### config.mk
export PLATFORM = sky130hd
export DESIGN_NAME = decim_stream_sequencer
export DESIGN_NICKNAME = d
export VERILOG_FILES = /design/src/rtl/decim_stream_sequencer.sv
export SDC_FILE = /design/constraint.sdc
export NUM_CORES = 1
export LEC_CHECK = 0
export CORE_ASPECT_RATIO = 1.2
export CORE_MARGIN = 4
export CORE_UTILIZATION = 42
export CTS_CLUSTER_SIZE = 25
export DETAILED_ROUTE_END_ITERATION = 8
export GPL_ROUTABILITY_DRIVEN = 0
export PLACE_DENSITY = 0.7
export SYNTH_ARGS = -nofsm -noshare
export SYNTH_HDL_FRONTEND = slang
export SYNTH_SLANG_ARGS = --single-unit
export TNS_END_PERCENT = 5
### constraint.sdc
create_clock -name clk -period 2.7 [get_ports clk]
set_clock_uncertainty 0.05 [all_clocks]
set_input_delay 0.54 -clock clk [delete_from_list [all_inputs] [get_ports clk]]
set_output_delay 0.54 -clock clk [all_outputs]
set_load 0.01 [all_outputs]
### src/rtl/decim_stream_sequencer.sv
// Run-control and readout sequencer for the CIC decimator: dump/clear generation,
// settling-word discard, word FIFO and MSB-first byte serialiser. Option: SEQ_FRAME_TAG_EN.
`timescale 1ns/1ps

// state   | meaning
// S_IDLE  | waiting for start; cfg_load accepted
// S_PRIME | dumping, discarding comb-settling words
// S_RUN   | dumping, pushing filter words into the FIFO
// S_DRAIN | no dumps/pushes; emptying FIFO and serialiser
module decim_stream_sequencer #(
  parameter int DATA_BITS   = 16,
  parameter int FIFO_DEPTH  = 4,
  parameter int DEF_RATIO   = 8,
  parameter int PRIME_WORDS = 2
) (
  input  logic                 clk,
  input  logic                 reset,
  input  logic                 start,
  input  logic                 stop,
  input  logic [7:0]           cfg_ratio,
  input  logic                 cfg_load,
  output logic                 filt_clr,
  output logic                 dump,
  input  logic [DATA_BITS-1:0] filt_data,
  input  logic                 filt_valid,
  output logic [7:0]           out_byte,
  output logic                 out_valid,
  input  logic                 out_ready,
  output logic                 out_last,
  output logic                 busy,
  output logic [7:0]           overflow_cnt
);

`ifdef SEQ_FRAME_TAG_EN
  localparam int TAG_BITS = 8;
`else
  localparam int TAG_BITS = 0;
`endif
  localparam int WORD_W = DATA_BITS + TAG_BITS;
  localparam int NBYTES = WORD_W / 8;
  localparam int IDX_W  = (NBYTES > 1) ? $clog2(NBYTES) : 1;
  localparam int PTR_W  = $clog2(FIFO_DEPTH);
  localparam int CNT_W  = PTR_W + 1;
  localparam int PC_W   = (PRIME_WORDS > 0) ? $clog2(PRIME_WORDS + 1) : 1;

  typedef enum logic [1:0] {S_IDLE, S_PRIME, S_RUN, S_DRAIN} state_t;

  state_t            state_q, state_d;
  logic [7:0]        ratio_reg;
  logic [7:0]        phase_cnt;
  logic [PC_W-1:0]   prime_cnt;
  logic [WORD_W-1:0] mem [FIFO_DEPTH];
  logic [PTR_W-1:0]  wr_ptr, rd_ptr;
  logic [CNT_W-1:0]  fifo_cnt;
  logic [IDX_W-1:0]  byte_idx;
  logic [WORD_W-1:0] push_word;

  logic              go, run_phase, at_tc, prime_last;
  logic              push_req, full, push, drop;
  logic              hs, release_w, advance, load;
  logic [WORD_W-1:0] sel_word, shifted;
  logic [IDX_W-1:0]  sel_idx;
  logic [7:0]        byte_d;
  logic              last_d;

  assign busy = (state_q != S_IDLE);

`ifdef SEQ_FRAME_TAG_EN
  logic [7:0] frame_cnt;
  always_ff @(posedge clk) begin
    if (reset) frame_cnt <= '0;
    else if (go) frame_cnt <= '0;
    else if (push) frame_cnt <= frame_cnt + 8'd1;
  end
  assign push_word = {frame_cnt, filt_data};
`else
  assign push_word = filt_data;
`endif

  always_comb begin
    go         = (state_q == S_IDLE) && start && !stop;
    run_phase  = (state_q == S_PRIME) || (state_q == S_RUN);
    at_tc      = (phase_cnt == ratio_reg - 8'd1);
    prime_last = (PRIME_WORDS == 0) ||
                 (filt_valid && (prime_cnt == PC_W'(PRIME_WORDS - 1)));
    push_req   = (state_q == S_RUN) && filt_valid;
    full       = (fifo_cnt == CNT_W'(FIFO_DEPTH));
    push       = push_req && !full;
    drop       = push_req && full;
    // The word being serialised stays in the FIFO until its last byte is taken.
    hs         = out_valid && out_ready;
    release_w  = hs && out_last;
    advance    = hs && !out_last;
    load       = (!out_valid && (fifo_cnt != '0)) ||
                 (release_w && (fifo_cnt > CNT_W'(1)));
    sel_word   = mem[rd_ptr];
    sel_idx    = byte_idx + IDX_W'(1);
    if (load) begin
      sel_idx = '0;
      if (out_valid) sel_word = mem[rd_ptr + PTR_W'(1)];
    end
    shifted    = sel_word << (8 * sel_idx);
    byte_d     = shifted[WORD_W-1 -: 8];
    last_d     = (sel_idx == IDX_W'(NBYTES - 1));
  end

  always_comb begin
    state_d = state_q;
    case (state_q)
      S_IDLE:  if (go) state_d = S_PRIME;
      S_PRIME: if (stop) state_d = S_DRAIN;
               else if (prime_last) state_d = S_RUN;
      S_RUN:   if (stop) state_d = S_DRAIN;
      S_DRAIN: if ((fifo_cnt == '0) || ((fifo_cnt == CNT_W'(1)) && release_w))
                 state_d = S_IDLE;
      default: state_d = S_IDLE;
    endcase
  end

  always_ff @(posedge clk) begin
    if (reset) state_q <= S_IDLE;
    else       state_q <= state_d;
  end

  always_ff @(posedge clk) begin
    if (reset) begin
      ratio_reg    <= 8'(DEF_RATIO);
      phase_cnt    <= '0;
      prime_cnt    <= '0;
      dump         <= 1'b0;
      filt_clr     <= 1'b0;
      overflow_cnt <= '0;
    end else begin
      filt_clr <= go;
      dump     <= run_phase && !stop && at_tc;
      if (state_q == S_IDLE && cfg_load)
        ratio_reg <= (cfg_ratio < 8'd2) ? 8'd2 : cfg_ratio;
      if (go) begin
        phase_cnt    <= '0;
        prime_cnt    <= '0;
        overflow_cnt <= '0;
      end else begin
        if (run_phase) phase_cnt <= at_tc ? 8'd0 : phase_cnt + 8'd1;
        else           phase_cnt <= '0;
        if (state_q == S_PRIME && filt_valid) prime_cnt <= prime_cnt + PC_W'(1);
        if (drop && overflow_cnt != 8'hFF) overflow_cnt <= overflow_cnt + 8'd1;
      end
    end
  end

  always_ff @(posedge clk) begin
    if (push) mem[wr_ptr] <= push_word;
  end

  always_ff @(posedge clk) begin
    if (reset) begin
      wr_ptr   <= '0;
      rd_ptr   <= '0;
      fifo_cnt <= '0;
    end else begin
      if (push)      wr_ptr <= wr_ptr + PTR_W'(1);
      if (release_w) rd_ptr <= rd_ptr + PTR_W'(1);
      case ({push, release_w})
        2'b10:   fifo_cnt <= fifo_cnt + CNT_W'(1);
        2'b01:   fifo_cnt <= fifo_cnt - CNT_W'(1);
        default: fifo_cnt <= fifo_cnt;
      endcase
    end
  end

  always_ff @(posedge clk) begin
    if (reset) begin
      out_valid <= 1'b0;
      out_byte  <= '0;
      out_last  <= 1'b0;
      byte_idx  <= '0;
    end else if (load) begin
      out_valid <= 1'b1;
      out_byte  <= byte_d;
      out_last  <= last_d;
      byte_idx  <= '0;
    end else if (advance) begin
      out_byte  <= byte_d;
      out_last  <= last_d;
      byte_idx  <= sel_idx;
    end else if (release_w) begin
      out_valid <= 1'b0;
      out_last  <= 1'b0;
    end
  end

endmodule

Word-level counts from Yosys, hierarchy flattened

Memory sizes are Yosys's and may differ from the RTL's. A register that Yosys moved wholly into a read port is not among the register bits.
Index checks and enable logic that the tools add are counted.
Widths: inputs -> output; s select.

Output and inout bits: 21
Logic and storage cells: 102
Bits in writable memories: 64
Memories: 1
Input port bits: 31
Register bits after elaboration: 48

Order comparisons: 2
Bitwise logic cells: 1
Muxes and demuxes: 22
Eq/ne operators: 15
Shift operators: 1
Reduce and logical (&&, ||, !) cells: 37
Add/sub/neg operators: 9

Memories:

| memory | words | width | read ports | clocked after Yosys merged registers in | wr ports | line | source |
|---|---|---|---|---|---|---|---|
| mem    | 4     | 16    | 2          | 1                                       | 1        | 52   | `logic [WORD_W-1:0] mem [FIFO_DEPTH];` |

Operator list:

| kind                | number |
|---|---|
| $mux 16             | 2 |
| $mux 8              | 3 |
| $logic_and 1x1->1   | 17 |
| $add 8x1->8 const B | 2 |
| $shl 16x4->16       | 1 |
| $mux 2              | 7 |
| $eq 8x8->1          | 1 |
| $lt 8x2->1 const B  | 1 |
| $mux 1              | 8 |
| $ne 8x8->1 const B  | 1 |
| $pmux 2 s4          | 1 |
| $reduce_bool 2->1   | 4 |
| $sub 8x1->8 const B | 1 |
| $add 2x1->2 const B | 3 |
| $eq 2x1->1 const B  | 3 |
| $eq 2x2->1 const B  | 3 |
| $ne 2x2->1 const B  | 3 |
| $pmux 3 s2          | 1 |
| $reduce_bool 3->1   | 2 |
| $logic_not 1->1     | 4 |
| $reduce_and 4->1    | 1 |
| $reduce_or 2->1     | 2 |
| $reduce_or 4->1     | 1 |
| $add 3x1->3 const B | 1 |
| other kinds (12)    | 14 |

Depth between registers and ports, before layout

Gate-level depths: netlist (run 1).

Depth in word-level cells: 8
Gate-level depth with buffers: 9
Depth with buffers taken out: 9

Worst setup path after synthesis (run 1)

Ideal clock, no wire load.

Path type: register to register
Start: reg fifo_cnt[0]
End: reg fifo_cnt[2]
Arrival time: 1.921 ns
Data required time: 2.580 ns
Period minus slack after synthesis: 2.042 ns
Setup time: 0.070 ns
Stages on the path, launching flop included: 8
Path slack: 0.658 ns
Buffers on the path: 0
Cell sequence: dfxtp_1 inv_1 ha_1 a21oi_1 inv_1 ha_1 or3_1 a21oi_1

Cells in the longest elaborated chain, start to end: 5
Elaborated cells between the ends (all ways): 9
Those cells by class: 2 x add/sub; 3 x eq/ne; 1 x mux; 3 x reduce/logical

RTL lines:

| item                                            | line | source |
|---|---|---|
| start: declaration                              | 54   | `logic [CNT_W-1:0] fifo_cnt;` |
| start signal: assignment                        | 164  | `2'b10: fifo_cnt <= fifo_cnt + CNT_W'(1);` |
| start signal: assignment                        | 165  | `2'b01: fifo_cnt <= fifo_cnt - CNT_W'(1);` |
| start signal: assignment                        | 166  | `default: fifo_cnt <= fifo_cnt;` |
| $eq 3x3->1                                      | 87   | `full = (fifo_cnt == CNT_W'(FIFO_DEPTH));` |
| $logic_not 1->1                                 | 88   | `push = push_req && !full;` |
| $logic_and 1x1->1                               | 88   |  |
| $eq 2x1->1 or $eq 2x2->1 (tied branches)        | 163  | `case ({push, release_w})` |
| $pmux 3 s2 or $reduce_bool 2->1 (tied branches) | -    |  |

Several ways; a longest one is shown, not always the timed one.
A chain may end at the register's enable or synchronous reset.

Worst setup path in the final report (run 1)

Start: reg state_q[1]
End: out busy

Cells in the longest elaborated chain, start to end: 1

RTL lines:

| item                     | line | source |
|---|---|---|
| start: declaration       | 48   | `state_t state_q, state_d;` |
| start signal: assignment | 122  | `else state_q <= state_d;` |
| $reduce_bool 2->1        | 66   | `assign busy = (state_q != S_IDLE);` |
| end: declaration         | 30   | `output logic busy,` |

No other way between the ends.

==> impl_summary.md, run 1 <==
Status
The flow ran to the end, and the final reports show no timing, DRC or antenna violations.

Cells and area
The net total in the final layout is between 500 and 600. The register with the most flip-flops in the final layout is mem. The number of cells in the finished layout apart from fillers is 625. The repair_antennas step left the layout with diodes totalling 0.

The number of fill cells in the layout is roughly 980. For this run, the share of the core covered by cells in the final layout is 0.541. The register with the most flip-flops in the layout has 64 of them. The layout overhead on the synthesized area is 24.5%. The proportion of layout cells with a drive suffix above 1 is 0.150.

CTS
The CTS tree is done. The insertion delay to the later sink of the worst-skew pair is 0.41 ns. CTS saw approximately 110 sinks. After clock tree synthesis, the clock-pin slew on the worst setup and hold paths is 0.06 ns. The maximum level of the CTS H-tree is 4. TritonCTS created 17 clock buffers. The post-cts resize count is 0. The maximum root-to-sink buffer count is 2.

The tree is rooted in a sky130_fd_sc_hd__clkbuf_16. Once the clock tree was built, the setup fixing pass inserted 0 buffers. Buffers inserted to repair hold after CTS numbered 0.

Placement
The worst setup slack before clock tree synthesis is 0.320 ns. After detailed placement, the design holds a cell count of ~600. Detailed placement finished with a half-perimeter wire length of 6980 um.

Input and output buffers added on the ports amount to 51.

Critical path
STA classifies the critical path endpoint as an output pin. The logic depth of the worst register-to-register path is 7. The arrival time at the worst endpoint is 1.75 ns. The launching point of the worst reg2reg path is ratio_reg[0]$_SDFFE_PP0P_.

The capture point of the worst path is busy. The category of the worst setup path launch point is a flip-flop. The reg-to-reg setup timing slack is 0.45 ns.

The worst-path maximum fanout is 5. The endpoint required time on the critical path is 2.11 ns. The worst setup path startpoint is state_q[1]$_SDFFE_PP0P_. The worst register-to-register path ends at dump$_SDFF_PP0_. The critical path in this run is classified as reg2out.

Die
The die is about 130 um tall. Row generation in the floorplan step produced between 40 and 50 rows. The die is between 100 and 150 um wide. The count of boundary I/O pins is 52. For this configuration, the core starts out at a cell density of 0.435.

The core region is 11700 um^2. The die outline area is 13900 um^2.

Logic synthesis
The portion of the post-synthesis area used by sequential elements is 0.576. The number of synthesized flops with an enable pin is 64. The synthesized flop and latch total is 114. The async set or reset register ratio after synthesis is 0.

The leading register cell type out of synthesis is sky130_fd_sc_hd__edfxtp_1. For this run, the number of Yosys warnings is 0. In the synthesized netlist, the number of instances is 390. After synthesis the cells add up to 5070 um^2. A synthesized cell averages between 10 and 15 um^2. The netlist uses 48 different library cells. The number of nets in the synthesized netlist is between 400 and 500.

Timing
The number of endpoints with negative hold slack in the final report is 0. Setup repair after global routing left no endpoint under its margin. The shortest clock period the worst path allows after layout is 2.34 ns. The maximum operating frequency is 427 MHz. The number of max-slew violations in the final report was 0. The setup violation total in the final timing report is 0. Adding up every negative setup slack in the final design gives 0 ns.

Of the available clock period, the critical path in the final layout requires 0.868. Across all hold checks on the routed design, the worst slack comes to 0.433 ns. The slack of the critical path is roughly 0.36 ns. For the pin with the worst max-slew slack, the measured transition is 0.683 ns.

Measured against its own limit, the worst slew margin works out to 0.544.

Power
VDD sags by at most 0.588 mV. The total power density per cell area is ~800 nW/um^2. In this run the static leakage power is 2.19 nW.

Global routing
The initial antenna violation count is 0. The aggregate global-route resource usage is 0.164. Entering global routing, the biggest net connects 25 pins. The number of global-route vias before repair came to 3459. The total overflow left after global routing is 0. The wire length of the first global-routing pass is 17400 um.

Min path
The worst hold path belongs to the class reg2reg.

Detailed routing
Using the TritonRoute via totals, the vias-per-cell ratio works out to 5.30. The final layout contains routed wiring with a total length of 10300 um. The routed wirelength normalized by instance count is 16.5 um.

The number of DRC markers after the initial detailed-route iteration is between 200 and 250. The via count is between 3000 and 4000. The iteration count of the initial detailed-routing pass is 4.

In the routed design, unresolved DRC markers number 0. The count of nets left with antenna violations once routing finished came out at 0.

Flow run
Max-cap violations in this run came to 0.
## worst max-delay path, cell delays in order (launching register included)
cell	delay (ns)
sky130_fd_sc_hd__dfxtp_1	0.39
sky130_fd_sc_hd__inv_1	0.10
sky130_fd_sc_hd__ha_1	0.23
sky130_fd_sc_hd__inv_1	0.09
sky130_fd_sc_hd__clkdlybuf4s50_1	0.54
## Yosys cell counts, types with 2 or more instances
| library cell | n | area (um^2) |
|---|---|---|
| sky130_fd_sc_hd__nor2_1 | 34 | 128 |
| sky130_fd_sc_hd__and3_1 | 7 | 43.8 |
| sky130_fd_sc_hd__buf_2 | 2 | 10.0 |
| sky130_fd_sc_hd__inv_1 | 15 | 56.3 |
| sky130_fd_sc_hd__nand3_1 | 15 | 75.1 |
| sky130_fd_sc_hd__xnor2_1 | 11 | 96.3 |
| sky130_fd_sc_hd__clkbuf_1 | 8 | 30.0 |
| sky130_fd_sc_hd__a311oi_1 | 5 | 43.8 |
| sky130_fd_sc_hd__o22ai_1 | 5 | 31.3 |
| sky130_fd_sc_hd__xor2_1 | 20 | 175 |
| sky130_fd_sc_hd__a21oi_1 | 15 | 75.1 |
| sky130_fd_sc_hd__dfxtp_1 | 50 | 1000 |
| sky130_fd_sc_hd__a211oi_1 | 8 | 60.1 |
| sky130_fd_sc_hd__clkinv_1 | 2 | 7.51 |
| sky130_fd_sc_hd__o21ai_0 | 3 | 15.0 |
| sky130_fd_sc_hd__edfxtp_1 | 64 | 1920 |
| sky130_fd_sc_hd__a31oi_1 | 2 | 12.5 |
| sky130_fd_sc_hd__nand2b_1 | 8 | 50.1 |
| sky130_fd_sc_hd__nand2_1 | 24 | 90.1 |
| sky130_fd_sc_hd__mux4_2 | 24 | 541 |
| sky130_fd_sc_hd__nand4_1 | 2 | 12.5 |
| sky130_fd_sc_hd__ha_1 | 18 | 225 |
| sky130_fd_sc_hd__mux2i_1 | 4 | 40.0 |
| sky130_fd_sc_hd__nor3_1 | 10 | 50.1 |
| sky130_fd_sc_hd__and2_1 | 6 | 37.5 |
| sky130_fd_sc_hd__o221ai_1 | 5 | 43.8 |
| sky130_fd_sc_hd__a221oi_1 | 2 | 17.5 |
## how the worst min path moves through the flow
stage	depth (start not counted)	start	end
2_1_floorplan	2	ratio_reg[7]$_SDFFE_PP0P_	ratio_reg[7]$_SDFFE_PP0P_
3_3_place_gp	2	ratio_reg[7]$_SDFFE_PP0P_	ratio_reg[7]$_SDFFE_PP0P_
3_5_place_dp	2	ratio_reg[7]$_SDFFE_PP0P_	ratio_reg[7]$_SDFFE_PP0P_
4_1_cts	2	ratio_reg[7]$_SDFFE_PP0P_	ratio_reg[7]$_SDFFE_PP0P_
5_1_grt	2	ratio_reg[7]$_SDFFE_PP0P_	ratio_reg[7]$_SDFFE_PP0P_
6_report	2	ratio_reg[7]$_SDFFE_PP0P_	ratio_reg[7]$_SDFFE_PP0P_
## layout make-up
cell class / count / area [um^2] / share of cell area
clock inverter: 15 / 111 / 0.0176
multi-input combinational: 245 / 2020 / 0.320
sequential: 114 / 2920 / 0.463
timing repair buffer: 60 / 578 / 0.0915
clock buffer: 17 / 425 / 0.0673
inverter: 17 / 63.8 / 0.0101
tap: 157 / 196 / 0.0311
## cells by family (layout without fill, tap and decap cells)
kind of cell,after synthesis,after routing,synth area share
DFF,114,114,0.576
and+or+nand+nor,114,114,0.109
AOI/OAI and AO/OA,54,54,0.0762
adders and majority gates,18,18,0.0444
muxes,28,28,0.114
xor gates and xnor gates,31,31,0.0535
buffers and inverters,31,109,0.0259
## per-stage QoR
stage / area, um^2 / total power, mW
floorplan: 5070 / 2.78
global placement: 5780 / 3.15
detailed placement: 5780 / 3.19
CTS: 6320 / 5.17
global route: 6320 / 5.40
finish: 6320 / 5.12
## cell usage in the layout, fill, tap and decap left out, drive strengths merged, types with 9 or more instances in the layout
cell type,Yosys,routed
xnor2,11,11
buf,5,9
clkbuf,9,17
xor2,20,20
mux4,24,24
nor3,10,10
edfxtp,64,64
nor2,34,34
nand2,24,24
dfxtp,50,50
inv,15,19
ha,18,18
clkinv,2,10
clkdlybuf4s50,0,51
nand3,15,15
a21oi,15,15
## metal layers
metal  track usage  up-vias  share of wire
met4        0.0594        0         0.0066
met2         0.286       89           0.52
met5             0        -              0
met3        0.0472        7          0.065
li1              -     1596              -
met1         0.193     1622           0.40
## report_power, final
part | internal [mW] | leakage [nW] | switching (mW)
sequential | 1.99 | 0.981 | 0.126
combinational | 0.479 | 0.950 | 0.551
clock | 1.18 | 0.258 | 0.796
(Power assumes the default switching activity.)
==> run 2, diff against run 1 <==
PLACE_DENSITY = default   (was 0.7)
==> run 2 against run 1 <==
Against the previous run:
- clock power increased by 5%
- largest power group unchanged
- combinational power barely moved
- power increased by 1.7%
- largest cell class unchanged
- worst hold slack got worse by 0.0032 ns
- flip-flop and latch count did not move
- sequential power about the same
- setup slack better by 0.0050 ns
==> impl_summary.md, run 2 (synthesized netlist as in run 1, its figures left out) <==
Status
The flow ran to the end, and the final reports show no timing, DRC or antenna violations.

Critical path
The endpoint required time on the critical path was 2.11 ns (about the same). The arrival time at the worst endpoint is 1.75 ns (about the same). The reg-to-reg setup timing slack is 0.48 ns (+0.03 ns).

The capture point of the worst reg-to-reg path is dump$_SDFF_PP0_. The logic depth of the worst register-to-register path is 7 (unchanged). The classification of the worst setup path is reg2out.

The worst register-to-register path begins at ratio_reg[0]$_SDFFE_PP0P_. The category of the worst setup path launch point is a flip-flop. The worst-path maximum fanout came to 5 (unchanged). STA classifies the critical path endpoint as an output pin.

Die
The count of boundary I/O pins is 52 (unchanged). The total number of placement rows was 43 (unchanged). The width of the die is 108 um (unchanged). The die outline area was 13900 um^2 (unchanged). The area of the placeable core is 11700 um^2 (unchanged). The starting utilization of the core area is 0.435 (unchanged).

The die span in y came to 128 um (unchanged).

Timing
The number of max-slew violations in the final report is 0 (unchanged). The shortest clock period the worst path allows after layout is 2.34 ns (-0.00498 ns). The maximum operating frequency is 428 MHz (+0.21%). The setup violation total in the final timing report is 0 (unchanged). The setup TNS is 0 ns (unchanged). The max-slew headroom at the worst pin is 0.565 (+0.0213). The number of endpoints with negative hold slack in the final report was 0 (unchanged). The slew at the pin with the worst max-slew slack is 0.651 ns (-0.0319 ns). The slack of the critical path was 0.362 ns (+0.00498 ns). The post-route fraction of the period consumed by the critical path came to 0.866 (-0.00184). Setup repair after global routing left no endpoint under its margin. The worst hold slack after final layout came to 0.430 ns (-0.00317 ns).

Detailed routing
The total wire length after detailed routing is 10200 um (-0.92%). The average vias per placed instance came to 5.16 (-2.6%). The number of nets still failing antenna checks after routing came to 0 (unchanged).

The via count is 3233 (-2.4%). The number of DRC violations after detailed routing is 0 (unchanged). The number of DRC markers after the initial detailed-route iteration came to 135 (-33%). The iteration count of the initial detailed-routing pass is 4 (unchanged). The routed wirelength normalized by instance count is 16.3 um (-1.1%).

Global routing
The global-route met2 utilization came to 0.266 (-0.0201). The maximum number of pins on one net before global-route repair was 25 (unchanged). The routing usage on met1 came to 0.191 (-0.00237). The initial antenna violation count is 0 (unchanged). The overflow left after global routing was 0 (unchanged). The wire length of the first global-routing pass came to 16800 um (-3.2%). The global routing met3 resource utilization is 0.0487 (+0.00151). The number of global-route vias before repair is 3361 (-2.8%). The global routing's busiest layer is met2. The aggregate global-route resource usage came to 0.161 (-0.00332).

Cells and area
The antenna diode instance count is 0 (unchanged). In the layout the commonest cells are sky130_fd_sc_hd__edfxtp_1 (64), sky130_fd_sc_hd__clkdlybuf4s50_1 (51), sky130_fd_sc_hd__dfxtp_1 (50), sky130_fd_sc_hd__nor2_1 (34). The net total in the final layout is 505 (+0.20%). Ranked by flip-flop count, first place goes to mem. The sequential cell area in the final layout is 2920 um^2 (unchanged). The proportion of layout cells with a drive suffix above 1 was 0.143 (-0.00672).

The commonest non-fill, non-tap cell in the layout is sky130_fd_sc_hd__edfxtp_1. The number of fill cells in the layout is 1014 (+3.8%). Relative to the synthesized area, the layout overhead comes to 24.9%.

The flip-flop count of the largest register after layout is 64 (unchanged). The area of all placed cells without fillers came to 6340 um^2 (+0.32%). The multi-input logic area was 2020 um^2 (unchanged).

Power
The peak supply drop came to 0.551 mV (-6.4%). The total power density per cell area is 822 nW/um^2 (+1.4%). The overall power is 5.21 mW (+1.7%). The leakage power was 2.21 nW (+0.78%).

Placement
The sum of net half-perimeters after detailed placement is 7000 um (+0.27%). The worst setup slack before clock tree synthesis is 0.329 ns (+0.00878 ns). The instance area at placement is 5790 um^2 (+0.13%). The number of port buffers is 51 (unchanged).

Min path
The count of cells along the worst hold path came to 2 (unchanged). The worst hold path belongs to the class reg2reg. The worst hold path begins at ratio_reg[7]$_SDFFE_PP0P_. The terminating pin of the worst hold path is ratio_reg[7]$_SDFFE_PP0P_.

CTS
The cell sitting at the root of the clock tree is a sky130_fd_sc_hd__clkbuf_16. The maximum level of the CTS H-tree is 4 (unchanged). The insertion delay to the later sink of the worst-skew pair was 0.41 ns (about the same).

TritonCTS built the clock tree. The number of buffers inserted to repair setup after CTS is 0 (unchanged). The CTS buffer count is 17 (unchanged). The post-cts resize count is 0 (unchanged). The hold buffer count at cts is 0 (unchanged). The register clock-pin slew on the reported worst setup and hold paths was 0.05 ns (about the same). The maximum root-to-sink buffer count was 2 (unchanged). The number of sinks driven by the clock tree is 114 (unchanged).

Flow run
The number of max-cap violations was 0 (unchanged).
[run 2: changes by cell type in the layout (fill, tap and decap cells not counted), sizes merged]
cell,before,now
inv,19,15
clkinv,10,13
bufinv,0,2
buf,9,10
clkinvlp,3,2
[run 2: metal layers]
layer | wire length [um] | part of all wire
met2 | 5090 | 0.50
met1 | 4400 | 0.43
met3 | 486 | 0.048
met5 | 0 | 0
met4 | 247 | 0.024
[run 2: worst max-delay path: stages, from the launching register on]
cell                              delay (ns)
sky130_fd_sc_hd__dfxtp_1                0.39
sky130_fd_sc_hd__inv_1                  0.10
sky130_fd_sc_hd__ha_1                   0.23
sky130_fd_sc_hd__inv_1                  0.09
sky130_fd_sc_hd__clkdlybuf4s50_1        0.53
[run 2: worst max-delay path by stage]
stage,from,end,slack [ns],cells past startpoint
3_3_place_gp,out_ready,state_q[0]$_SDFFE_PP0P_,0.31,6
6_report,state_q[1]$_SDFFE_PP0P_,busy,0.36,4
5_1_grt,state_q[1]$_SDFFE_PP0P_,busy,0.26,4
4_1_cts,state_q[1]$_SDFFE_PP0P_,busy,0.33,4
3_5_place_dp,filt_valid,fifo_cnt[2]$_SDFFE_PP0P_,0.33,7
2_1_floorplan,fifo_cnt[0]$_SDFFE_PP0P_,fifo_cnt[2]$_SDFFE_PP0P_,0.66,7
[run 2: report_power, final]
part | internal, mW | total (mW) | switching, mW
Combinational | 0.477 | 1.01 | 0.535
Sequential | 2.00 | 2.13 | 0.133
Clock | 1.32 | 2.07 | 0.744
[run 2: cell type report]
cell class / count / share of cell area
Tap cell: 157 / 0.0310
Inverter: 17 / 0.0101
Sequential cell: 114 / 0.461
Timing Repair Buffer: 61 / 0.0924
Clock inverter: 15 / 0.0195
Clock buffer: 17 / 0.0671
Multi-Input combinational cell: 245 / 0.319
[run 2: metrics by stage]
step / util / std cells
2_1_floorplan: - / 390
3_3_place_gp: 0.496 / 594
3_5_place_dp: 0.496 / 594
4_1_cts: 0.543 / 626
5_1_grt: 0.543 / 626
6_report: 0.543 / 626
==> run 3, diff against run 2 <==
CAP_MARGIN = 30   (was default)
==> results of run 3 <==
Same layout as run 2: the final DEF is identical, and so are final timing and power.
